--- config.mk ---
export PLATFORM = sky130hd
export DESIGN_NAME = wrap_counter
export DESIGN_NICKNAME = d
export VERILOG_FILES = /design/src/rtl/wrap_counter.sv
export SDC_FILE = /design/constraint.sdc
export NUM_CORES = 1
export LEC_CHECK = 0
export BUFFER_PORTS_ARGS = -buffer_cell sky130_fd_sc_hd__buf_4
export CORE_MARGIN = 5
export CORE_UTILIZATION = 50
export CTS_CLUSTER_SIZE = 14
export DETAILED_ROUTE_END_ITERATION = 8
export HOLD_SLACK_MARGIN = 0.15
export PLACE_DENSITY_LB_ADDON = 0.12
export SLEW_MARGIN = 20
export SYNTH_ARGS = -nofsm -noshare
export SYNTH_HDL_FRONTEND = slang
export SYNTH_SLANG_ARGS = --single-unit
--- constraint.sdc ---
create_clock -name clk -period 2.1 [get_ports clk]
set_input_delay 0.105 -clock clk [delete_from_list [all_inputs] [get_ports clk]]
set_output_delay 0.105 -clock clk [all_outputs]
set_load 0.01 [all_outputs]
--- src/rtl/wrap_counter.sv ---
// Up-counter with a run-time terminal value and a wrap strobe.
// Cascade by feeding one instance's done into the next one's enable.
module wrap_counter #(
  parameter int WIDTH = 10
) (
  input  logic             clk,
  input  logic             reset,
  input  logic             enable,
  input  logic [WIDTH-1:0] max,
  output logic             done,
  output logic [WIDTH-1:0] q
);

  logic at_top;

  // q >= max, not q == max, so that a max lowered below q
  // still forces a wrap rather than a run to all-ones.
  assign at_top = (q >= max);

  // Hold, count or wrap on each enabled edge; async clear.
  always_ff @(posedge clk or negedge reset) begin
    if (!reset) begin
      q <= '0;
    end else if (enable) begin
      if (at_top) begin
        q <= '0;
      end else begin
        q <= q + WIDTH'(1);
      end
    end
  end

  assign done = enable && at_top;

endmodule

# Word level (Yosys, flattened, before mapping)
# Index checks and enable logic that the tools add are counted.
[op_classes]
addsub = 1
multipliers = 0
div = 0
order_cmp = 1
n_eq_ne = 0
shift = 0
muxes = 1
n_bitwise = 0
n_reduce_logical = 1
[ops]
columns = ["op", "count"]
rows = [
  ["$add 10x1->10 const B", 1],
  ["$ge 10x10->1", 1],
  ["$mux 10", 1],
  ["$logic_and 1x1->1", 1],
]
[totals]
regBits = 10
latch_bits = 0
ramBits = 0
mem_bits_ro = 0
in_bits = 13
out_inout_bits = 11
wordCells = 5
memories = 0

# Logic depth before layout (Yosys ltp)
# Gate-level depths: netlist (run 1).
[logic_depth]
ltp_word = 2
depth_mapped = 7
ltp_nobuf = 7

# Least setup slack after synthesis (run 1)
# No wires, ideal clock.
[synth_path]
path_type = "reg2reg"
from = "register q[0]"
to = "register q[3]"
setup_ns = 0.101
arrival_time_ns = 1.796
required_ns = 1.999
slack_ns = 0.204
path_stages_with_launch = 8
path_buffers = 0
cell_sequence = "dfrtp_1 -> inv_1 -> ha_1 -> nand2b_4 -> a211oi_2 -> a2bb2oi_2 -> o211ai_2 -> o311ai_2"
[synth_via]
elab_chain_cells = 2
elab_cells_between_ends = 3
cone_classes = "add/sub: 1; order compare: 1; mux: 1"
[synth_rtl]
columns = ["item", "line_no", "rtl"]
rows = [
  ["start, declared", "11", "output logic [WIDTH-1:0] q"],
  ["start signal, assigned", "28", "q <= q + WIDTH'(1);"],
  ["$add 10x1->10 or $ge 10x10->1 (tied branches)", "28, 18", ""],
  ["$mux 10 (*)", "25", "if (at_top) begin"],
]
# Mark *: on every way between the ends. The rest lies on a longest branch, timed or not.
# A chain may end at the register's enable or synchronous reset.

# Final worst setup path (run 1)
[layout_path]
from = "register q[1]"
to = "output port done"
[layout_via]
elab_chain_cells = 2
[layout_rtl]
columns = ["item", "line_no", "rtl"]
rows = [
  ["$ge 10x10->1", "18", "assign at_top = (q >= max);"],
  ["$logic_and 1x1->1", "33", "assign done = enable && at_top;"],
  ["end, declared", "10", "output logic done,"],
]
# Every way passes these cells.

==> summary.md, run 1 <==
| Metric | Value |
|---|---|
| Util after Layout | `72.7%` |
| Clock sinks | `10` |
| Inserted Clock Buffers | `3` |
| Ratio of cells with drive above 1 in the final layout | `35.5%` |
| Chip height | `51.0 microns` |
| Largest regs | `q (10)` |
| First-pass GRT wire length | `3460 microns` |
| GR met3 Demand/Resource | `1.74%` |
| Dominant synthesized flop cell | `dfrtp_1` |
| Gr busiest metal | `met2` |
| Via count | `781` |
| Flops & latches, synth | `10` |
| Slew margin rel. | `79.5%` |
| Register area | `250 sq um` |
| RSZ-0062 raised after global routing | `no` |
| Site Rows | `14` |
| Initial Utilization | `53.9%` |
| Delay-heaviest family, CP | `compound AO/OA/AOI/OAI gates` |
| Reg power frac | `28.0%` |
| Clock transition at the registers of the reported paths | `0.06 ns` |
| Static leakage | `0.000562 uW` |
| Synth top area cells | `dfrtp_1, ha_1, inv_1, nand2_1, a21oi_1` |
| Worst Max-Slew Pin Slew | `0.306 ns` |
| Nets@finish | `150` |
| Crit path DAT | `1.90 ns` |
| Drt wl/cell | `14.1 microns` |
| IO buf count | `23` |
| Vias in the first global route | `811` |
| CP max FO | `6` |
| Max_cap viols | `0` |
| Ant diodes | `0` |
| Clock group share of total power | `10.5%` |
| Worst skew pair latency | `0.27 ns` |
| GRT met1 Usage | `22.7%` |
| Area taken by multi-input logic gates | `553 sq um` |
| Max Clk Rate | `0.498 GHz` |
| Synth-to-Final Area Change | `34.8%` |
| Part of the Yosys area used for sequential elements | `29.8%` |
| Slowest CP cell | `dfrtp_1` |
| Critical Path Max Stage Delay | `0.45 ns` |
| CTS H-tree depth | `1` |
| Status | `finished clean` |
| Initial antenna violation count | `0` |
| Sw Ratio | `41.8%` |
| Post-synth EDFFs | `0` |
| Deepest clock path buffer count | `2` |
| Smallest setup slack after layout | `0.0907 ns` |
| Worst VDD drop | `0.872 mV` |
| Syn Nets | `115` |
| Req. time, crit path | `2.00 ns` |
| Fill cells | `121` |
| Largest Register | `q` |
| Mapped Cells | `91` |
| Clock Skews | `0.00579 ns` |
| Final period util | `95.7%` |
| Async set-or-reset flop fraction in the synthesized netlist | `100%` |
| Crit path buf inv count | `1` |
| Filler-free cell count of the finished design | `140` |
| Max reg flops | `10` |
| Total grt overflow | `0` |
| Post-Syn Area per Cell | `9.24 sq um` |
| Routability Congestion | `0.888` |
| Setup Viol. Count Final | `0` |
| Fin crit period | `2.01 ns` |
| Distinct cells, synth | `35` |
| Mapped Area | `841 sq um` |
| Die Footprint | `2600 sq um` |
| Largest area contributor in the netlist | `dfrtp_1` |
| Synth top area share | `29.8%` |
| Internal | `717 uW` |
| CP cell instances | `ha_1, a211oi_4, a2bb2oi_4, o21ai_2, and2_1, buf_4` |
| Grt met2 use | `28.8%` |
| Setup_tns | `0 ns` |
| Worst Setup Start Kind | `register` |
| Drt first pass iters | `4` |
| Final ANT Viol Nets | `0` |
| Commonest non-fill, non-tap cell in the layout | `buf_4` |
| Critical path class | `reg -> out` |
| DR iter-0 viols | `10` |
| CTS tree | `done` |
| Count of final hold-check violations | `0` |
| Root buffer cell | `clkbuf_4` |
| Setup crit end kind | `output pin` |
| Most frequent cells in the layout | `buf_4, inv_1, ha_1` |
| Final Slew Violations | `0` |
| Chip width | `51.0 microns` |
| HPWL after DPL | `1530 microns` |
| Dpl cells | `133` |
| Ports | `24` |
| Power Dens Cells | `1090 nW/um^2` |
| Drt total wl | `1980 microns` |
| Yosys warning total | `0` |
| Path type of the worst min-delay path | `in -> reg` |
| Drt drc | `0` |
| Switch Pwr | `516 uW` |
| Logic pwr share | `61.5%` |
| Largest net degree at the start of global routing | `20` |
| Total GRT Usage | `17.2%` |
| Vias/cell | `5.58` |
| Pre-CTS setup slack | `0.0736 ns` |
| Core ar. | `1560 sq um` |
-- Yosys cell counts, types with 2 or more instances --
library cell,number
inv_1,12
nand2b_1,2
xnor2_1,2
o22ai_1,2
nor2_1,3
nand2_1,10
nand3_1,4
a21oi_1,6
o2111ai_1,3
ha_1,11
dfrtp_1,10
nor2b_1,2
mux2i_1,2
-- power groups by stage --
stage	registers, uW	logic (uW)	clock network [uW]
after detailed placement	351	660	0
after floorplan	387	355	0
final	345	758	130
after global routing	357	839	139
after CTS	343	752	131
after global placement	343	648	0
-- metrics by stage --
stage	total power [uW]	instance area [sq um]	hold slack (ns)
final	1230	1130	0.159
after global routing	1340	1130	0.173
after CTS	1230	1130	0.157
after detailed placement	1010	1060	-0.0578
after global placement	991	1060	-0.0603
after floorplan	741	841	-0.191
-- cell families (layout without fill, tap and decap cells) --
family,count (synthesis),in the layout,synth area share [%]
simple gates,31,31,20.4
compound gates,20,20,21.3
buf+inv,14,47,6.70
fa+ha+maj,11,11,16.4
flops,10,10,29.8
xor+xnor,3,3,3.13
mux,2,2,2.38
-- area by class of cell --
class | count | area share (%)
Multi-Input combinational cell | 67 | 48.8
Sequential cell | 10 | 22.1
Timing Repair Buffer | 32 | 21.4
Inverter | 12 | 3.97
Clock buffer | 3 | 1.99
Tap cell | 16 | 1.77
-- what timing repair did --
action | CTS | global route
pin swaps | 1 | 2
gates resized for setup | 2 | 1
endpoints found under the setup margin | 1 | 2
endpoints found under the hold margin | 10 | 0
hold buffers | 1 | 0
setup buffers | 2 | 1
-- metal layers --
| metal | up-vias | share of wire [%] |
|---|---|---|
| li1 | 394 | - |
| met4 | 0 | 1.7 |
| met5 | - | 0 |
| met3 | 5 | 3.5 |
| met1 | 366 | 47 |
| met2 | 16 | 48 |
-- worst paths after layout --
path / start / to / slack (ns) / cells after the start
min: enable / q[5] / 0.16 / 2
max: q[1] / done / 0.09 / 6
min reg2reg: q[0] / q[0] / 0.58 / 2
min in group asynchronous: reset / q[3] / 0.21 / 2
max in group asynchronous: reset / q[5] / 1.74 / 2
max reg2reg: q[1] / q[3] / 0.18 / 6
Note: power is estimated with default switching activity, not from simulation.
==> inputs of run 2 (changes only) <==
- BUFFER_PORTS_ARGS: -buffer_cell sky130_fd_sc_hd__buf_4 -> default
- CORE_UTILIZATION: 50 -> 60
- DONT_BUFFER_PORTS: default -> 1
==> run 2 against run 1 <==
Compared with the run above:
- sequential power fell by 5%
- utilization rose by 2.8 points
- cell count fell by 15%
- sequential share of layout area rose by 3.1 points
- largest cell class unchanged
- maximum frequency fell by 2.0%
- clock skew fell by 0.0014 ns
- highest routed layer unchanged
- routed wire length fell by 1.6%
- critical path depth rose by 2
- flip-flop and latch count did not move
==> summary.md, run 2 (synthesis gave the netlist of run 1 again) <==
| Metric | Value |
|---|---|
| Status | `finished clean` |
| First-pass GRT wire length | `3100 microns (-11%)` |
| CP max FO | `5 (-1)` |
| Worst skew pair latency | `0.26 ns (about the same)` |
| CTS H-tree depth | `1 (unchanged)` |
| Drt first pass iters | `4 (unchanged)` |
| Worst Setup Start Kind | `register` |
| Largest net degree at the start of global routing | `17 (-15%)` |
| Deepest clock path buffer count | `2 (unchanged)` |
| Req. time, crit path | `2.26 ns (+0.26 ns)` |
| Max reg flops | `10 (unchanged)` |
| Metal3 WL | `132 microns (+91%)` |
| Root buffer cell | `clkbuf_4` |
| Clock Skews | `0.00438 ns (-0.00141 ns)` |
| Design area | `995 sq um (-12%)` |
| Dpl cell area | `908 sq um (-14%)` |
| Nets@finish | `130 (-13%)` |
| Ratio of cells with drive above 1 in the final layout | `22.1% (-13 points)` |
| Setup_tns | `0 ns (unchanged)` |
| Setup Viol. Count Final | `0 (unchanged)` |
| Vias in the first global route | `706 (-13%)` |
| Pre-CTS setup slack | `0.139 ns (+0.0656 ns)` |
| Clock transition at the registers of the reported paths | `0.06 ns (about the same)` |
| Routability Congestion | `0.792 (-11%)` |
| CTS tree | `done` |
| Final period util | `97.6% (+1.9 points)` |
| WL met1 | `853 microns (-7.6%)` |
| Clock sinks | `10 (unchanged)` |
| Site Rows | `13 (-1)` |
| Drt drc | `0 (unchanged)` |
| Fin crit period | `2.05 ns (+0.0404 ns)` |
| Chip width | `47.4 microns (-7.0%)` |
| Final Slew Violations | `0 (unchanged)` |
| Most frequent cells in the layout | `inv_1, ha_1, nand2_1, buf_4, dfrtp_1` |
| Worst VDD drop | `0.946 mV (+8.6%)` |
| Max_cap viols | `0 (unchanged)` |
| Static leakage | `0.000466 uW (-17%)` |
| Slew margin rel. | `65.7% (-14 points)` |
| Met2 WL | `940 microns (-1.3%)` |
| Total grt overflow | `0 (unchanged)` |
| Ports | `24 (unchanged)` |
| Top layer in use | `met4` |
| CP cell instances | `inv_1, ha_1, nand2b_4, a211oi_4, a2bb2oi_4, buf_4, o211ai_2, o311ai_2` |
| Largest Register | `q` |
| Setup crit end kind | `register` |
| HPWL after DPL | `1510 microns (-1.5%)` |
| Via count | `713 (-8.7%)` |
| Drt wl/cell | `16.4 microns (+16%)` |
| Final ANT Viol Nets | `0 (unchanged)` |
| Largest regs | `q (10)` |
| Die Footprint | `2250 sq um (-14%)` |
| Initial Utilization | `63.8% (+9.9 points)` |
| Initial antenna violation count | `0 (unchanged)` |
| Crit path DAT | `2.21 ns (+0.31 ns)` |
| Max Clk Rate | `0.488 GHz (-2.0%)` |
| Vias/cell | `5.99 (+7.4%)` |
| Ant diodes | `0 (unchanged)` |
| Core ar. | `1320 sq um (-15%)` |
| Total GRT Usage | `19.8% (+2.6 points)` |
| Slowest CP cell | `dfrtp_1` |
| IO buf count | `0 (-100%)` |
| Drt total wl | `1950 microns (-1.6%)` |
| Count of final hold-check violations | `0 (unchanged)` |
| Synth-to-Final Area Change | `18.3%` |
| Worst Max-Slew Pin Slew | `0.513 ns (+0.207 ns)` |
| Power Dens Cells | `1160 nW/um^2 (+7.0%)` |
| Inserted Clock Buffers | `3 (unchanged)` |
| Smallest setup slack after layout | `0.0503 ns (-0.0404 ns)` |
| Critical Path Max Stage Delay | `0.39 ns (-0.06 ns)` |
| Path type of the worst min-delay path | `in -> reg` |
| Critical path class | `reg -> reg` |
| Commonest non-fill, non-tap cell in the layout | `inv_1` |
| DR iter-0 viols | `10 (unchanged)` |
| Crit path buf inv count | `2 (+1)` |
| Delay-heaviest family, CP | `compound AO/OA/AOI/OAI gates` |
| Chip height | `47.4 microns (-7.0%)` |
==> run 2: changes by cell type in the layout (fill, tap and decap cells not counted), sizes merged <==
cell	delta
dlygate4sd3	+1
buf	-21
==> run 2: final timing paths <==
kind | startpoint | end | slack [ns] | cells past startpoint
setup / recovery | q[0] | q[3] | 0.05 | 8
hold / removal | enable | q[8] | 0.17 | 3
setup reg to reg | q[0] | q[3] | 0.05 | 8
hold reg to reg | q[0] | q[0] | 0.60 | 2
max in group asynchronous | reset | q[5] | 1.54 | 1
min in group asynchronous | reset | q[4] | 0.23 | 1
==> run 2: worst register-to-register path, delay by kind of cell (launching register included) <==
kind	cells	cell delay (ns)
AOI/OAI and AO/OA	4	0.89
DFF	1	0.39
buffers and inverters	2	0.27
and+or+nand+nor	1	0.15
adders and majority gates	1	0.24
==> run 2: repair_timing <==
action / CTS / global route
setup buffers: 1 / 1
pin swaps: 1 / 2
endpoints found under the hold margin: 20 / 0
gates cloned: 0 / 0
resized for setup: 1 / 3
hold buffers: 2 / 0
setup endpoints to repair: 1 / 1
==> run 2: layout make-up <==
class	count	area, sq um
flip-flops and latches	10	250
well taps	15	18.8
inverters	12	45.0
clock buffers	3	22.5
repair buffers	12	95.1
fillers	100	323
multi-input cells	67	563
==> run 2: where the power goes <==
group / leakage, uW / internal [uW] / switching [uW]
Clock: 0.0000138 / 65.9 / 60.1
Sequential: 0.000121 / 260 / 68.2
Combinational: 0.000330 / 322 / 381
Total: 0.000466 / 648 / 509
==> run 2: per-stage QoR <==
stage               std cells  hold WS, ns  power [uW]  utilization [%]
detailed placement        112       -0.190         923             68.9
CTS                       118        0.166        1120             73.6
global route              119        0.183        1250             75.5
finish                    119        0.166        1160             75.5
floorplan                  91       -0.191         741                -
global placement          112       -0.190         903             68.9
==> run 2: routing by layer <==
metal	up-vias	track usage, %
met4	0	7.18
li1	352	-
met1	330	26.0
met3	4	4.89
met5	-	0
met2	27	31.3
==> inputs of run 3 (changes only) <==
--- a/config.mk
+++ b/config.mk
@@ -8,4 +8,3 @@
 export CORE_MARGIN = 5
-export CORE_UTILIZATION = 60
-export CTS_CLUSTER_SIZE = 14
+export CORE_UTILIZATION = 50
 export DETAILED_ROUTE_END_ITERATION = 8
==> constraint.sdc (replaced) <==
create_clock -name clk -period 2.1 [get_ports clk]
set_input_delay 0.42 -clock clk [delete_from_list [all_inputs] [get_ports clk]]
set_output_delay 0.42 -clock clk [all_outputs]
set_load 0.01 [all_outputs]
==> run 3 against run 2 <==
Compared with the run above:
- the run now ends with setup timing left
- design area up 2.8%
- largest power group unchanged
- highest routed layer unchanged
- global-route usage fell by 3.4 points
- critical path depth shrank 1
- hold slack improved by 0.065 ns
- maximum frequency decreased by 4.5%
- first-iteration DRC count is 10% higher
- clock-buffer cell count increased by 1
==> summary.md, run 3 (synthesis gave the netlist of run 1 again) <==
| Metric | Value |
|---|---|
| Most frequent cells in the layout | `buf_4, inv_1, nand2_1, ha_1, dfrtp_1` |
| IO buf count | `0 (unchanged)` |
| Drt wl/cell | `15.3 microns (-6.6%)` |
| Clock group share of total power | `12.3% (+1.4 points)` |
| RSZ-0062 raised after global routing | `yes` |
| Commonest non-fill, non-tap cell in the layout | `buf_4` |
| Chip height | `51.0 microns (+7.5%)` |
| Smallest setup slack after layout | `-0.0454 ns (-0.0957 ns)` |
| Static leakage | `0.000484 uW (+4.0%)` |
| CP cell instances | `inv_2, ha_4, nand2b_4, a211oi_2, a2bb2oi_2, o21ai_2, and2_4` |
| Setup crit end kind | `output pin` |
| Drt drc | `0 (unchanged)` |
| Die Footprint | `2600 sq um (+16%)` |
| Internal | `663 uW (+2.3%)` |
| Inserted Clock Buffers | `3 (unchanged)` |
| Total grt overflow | `0 (unchanged)` |
| Nets@finish | `135 (+3.8%)` |
| Total GRT Usage | `16.4% (-3.4 points)` |
| Worst R2R Path Depth | `8 (unchanged)` |
| Ratio of cells with drive above 1 in the final layout | `29.1% (+7.0 points)` |
| Reg2reg start | `q[0]` |
| Max_cap viols | `0 (unchanged)` |
| Worst Max-Slew Pin Slew | `0.498 ns (-0.0150 ns)` |
| Count of final hold-check violations | `0 (unchanged)` |
| Worst setup endpoint | `done` |
| Max Clk Rate | `0.466 GHz (-4.5%)` |
| Largest regs | `q (10)` |
| Setup Viol. Count Final | `1 (+1)` |
| Vias in the first global route | `718 (+1.7%)` |
| Worst skew pair latency | `0.27 ns (about the same)` |
| Vias/cell | `5.76 (-3.8%)` |
| Slew margin rel. | `66.7% (+1.0 points)` |
| Slowest CP cell | `dfrtp_2` |
| Routability Congestion | `0.715 (-9.7%)` |
| Initial antenna violation count | `0 (unchanged)` |
| Initial Utilization | `53.9% (-9.9 points)` |
| Worst Setup Start Kind | `register` |
| Chip width | `51.0 microns (+7.5%)` |
| Final period util | `102% (+4.6 points)` |
| Root buffer cell | `clkbuf_4` |
| Ports | `24 (unchanged)` |
| Power Dens Cells | `1130 nW/um^2 (-3.0%)` |
| Final ANT Viol Nets | `0 (unchanged)` |
| Crit path DAT | `1.73 ns (-0.48 ns)` |
| Status | `complete, but fails checks` |
| CP max FO | `2 (-3)` |
| Drt first pass iters | `4 (unchanged)` |
| Core ar. | `1560 sq um (+18%)` |
| Reg power frac | `27.2% (-1.1 points)` |
| Ant diodes | `0 (unchanged)` |
| Deepest clock path buffer count | `2 (unchanged)` |
| Logic pwr share | `60.5% (-0.3 points)` |
| DR iter-0 viols | `11 (+1)` |
| Largest net degree at the start of global routing | `20 (+3)` |
| Reg2Reg Setup Slack | `0.22 ns (+0.17 ns)` |
| Synth-to-Final Area Change | `21.6%` |
| Drt total wl | `1920 microns (-1.1%)` |
| Final Slew Violations | `0 (unchanged)` |
| Clock transition at the registers of the reported paths | `0.07 ns (about the same)` |
| Failing checks | `setup timing` |
| Dpl cells | `117 (+4.5%)` |
| Filler-free cell count of the finished design | `126 (+5.9%)` |
| Switch Pwr | `491 uW (-3.6%)` |
| Worst VDD drop | `0.732 mV (-23%)` |
| HPWL after DPL | `1500 microns (-0.83%)` |
| Critical Path Max Stage Delay | `0.41 ns (+0.02 ns)` |
| Clock Skews | `0.00474 ns (+0.000356 ns)` |
| Clock sinks | `10 (unchanged)` |
| Setup_tns | `-0.0454 ns (-0.0454 ns)` |
| Hold Slack | `0.231 ns (+0.0654 ns)` |
| CTS H-tree depth | `1 (unchanged)` |
| Sw Ratio | `42.5% (-1.5 points)` |
| Critical path class | `reg -> out` |
| Max reg flops | `10 (unchanged)` |
| Fill cells | `139 (+39%)` |
| Reg2Reg Capture Point | `q[3]` |
| CTS tree | `done` |
| First-pass GRT wire length | `3240 microns (+4.5%)` |
| Site Rows | `14 (+1)` |
| Largest Register | `q` |
| Pwr Total | `1150 uW (-0.27%)` |
| Path type of the worst min-delay path | `in -> reg` |
| CP startpoint | `q[0]` |
| Req. time, crit path | `1.68 ns (-0.58 ns)` |
| Via count | `726 (+1.8%)` |
| Fin crit period | `2.15 ns (+0.0957 ns)` |
| Pre-CTS setup slack | `0.127 ns (-0.0124 ns)` |
-- run 3: cell types whose count changed in the layout (fill, tap and decap cells not counted), sizes merged --
cell	delta
clkbuf	+1
buf	+6
dlygate4sd3	-1
-- run 3: routing by layer --
metal | part of all wire [%] | track usage [%] | routed length (microns) | vias to the layer above
met5 | 0 | 0 | 0 | -
met4 | 1.2 | 2.69 | 24 | 0
met3 | 6.9 | 6.98 | 132 | 4
met2 | 46 | 25.8 | 882 | 24
met1 | 46 | 21.2 | 885 | 334
li1 | - | - | - | 364
-- run 3: critical path, delay by kind of cell (launching register included) --
kind,cells,cell delay [ns]
and+or+nand+nor,2,0.28
AOI/OAI and AO/OA,3,0.50
buffers and inverters,1,0.07
DFF,1,0.41
adders and majority gates,1,0.19
-- run 3: power by group through the flow --
stage	combinational, uW	sequential (uW)	clock, uW
floorplan	356	389	0
global placement	641	317	0
detailed placement	653	319	0
CTS	695	315	148
global route	780	323	161
finish	698	314	142
-- run 3: worst min path at each step --
stage | start | to | slack [ns] | cells past startpoint
floorplan | reset | q[0] | 0.12 | 0
global placement | reset | q[4] | 0.12 | 0
detailed placement | reset | q[4] | 0.12 | 0
CTS | enable | q[0] | 0.22 | 1
global route | enable | q[5] | 0.22 | 1
finish | enable | q[5] | 0.23 | 1
-- run 3: area by class of cell --
| type | instances | area (sq um) | share of cell area [%] |
|---|---|---|---|
| clock buffer | 4 | 26.3 | 2.57 |
| timing repair buffer | 17 | 130 | 12.7 |
| sequential | 10 | 251 | 24.6 |
| tap | 16 | 20.0 | 1.96 |
| multi-input combinational | 67 | 549 | 53.7 |
| inverter | 12 | 45.0 | 4.41 |
-- run 3: per-stage QoR --
step	util [%]	cell area, sq um
floorplan	-	845
global placement	60.5	943
detailed placement	60.5	943
CTS	65.6	1020
global route	65.6	1020
finish	65.6	1020
-- run 3: repair_timing --
action / 4_1_cts / 5_1_grt
hold buffers: 1 / 0
resized for setup: 1 / 0
pin swaps: 3 / 0
setup endpoints to repair: 1 / 1
endpoints found under the hold margin: 10 / 0
setup buffers: 4 / 0
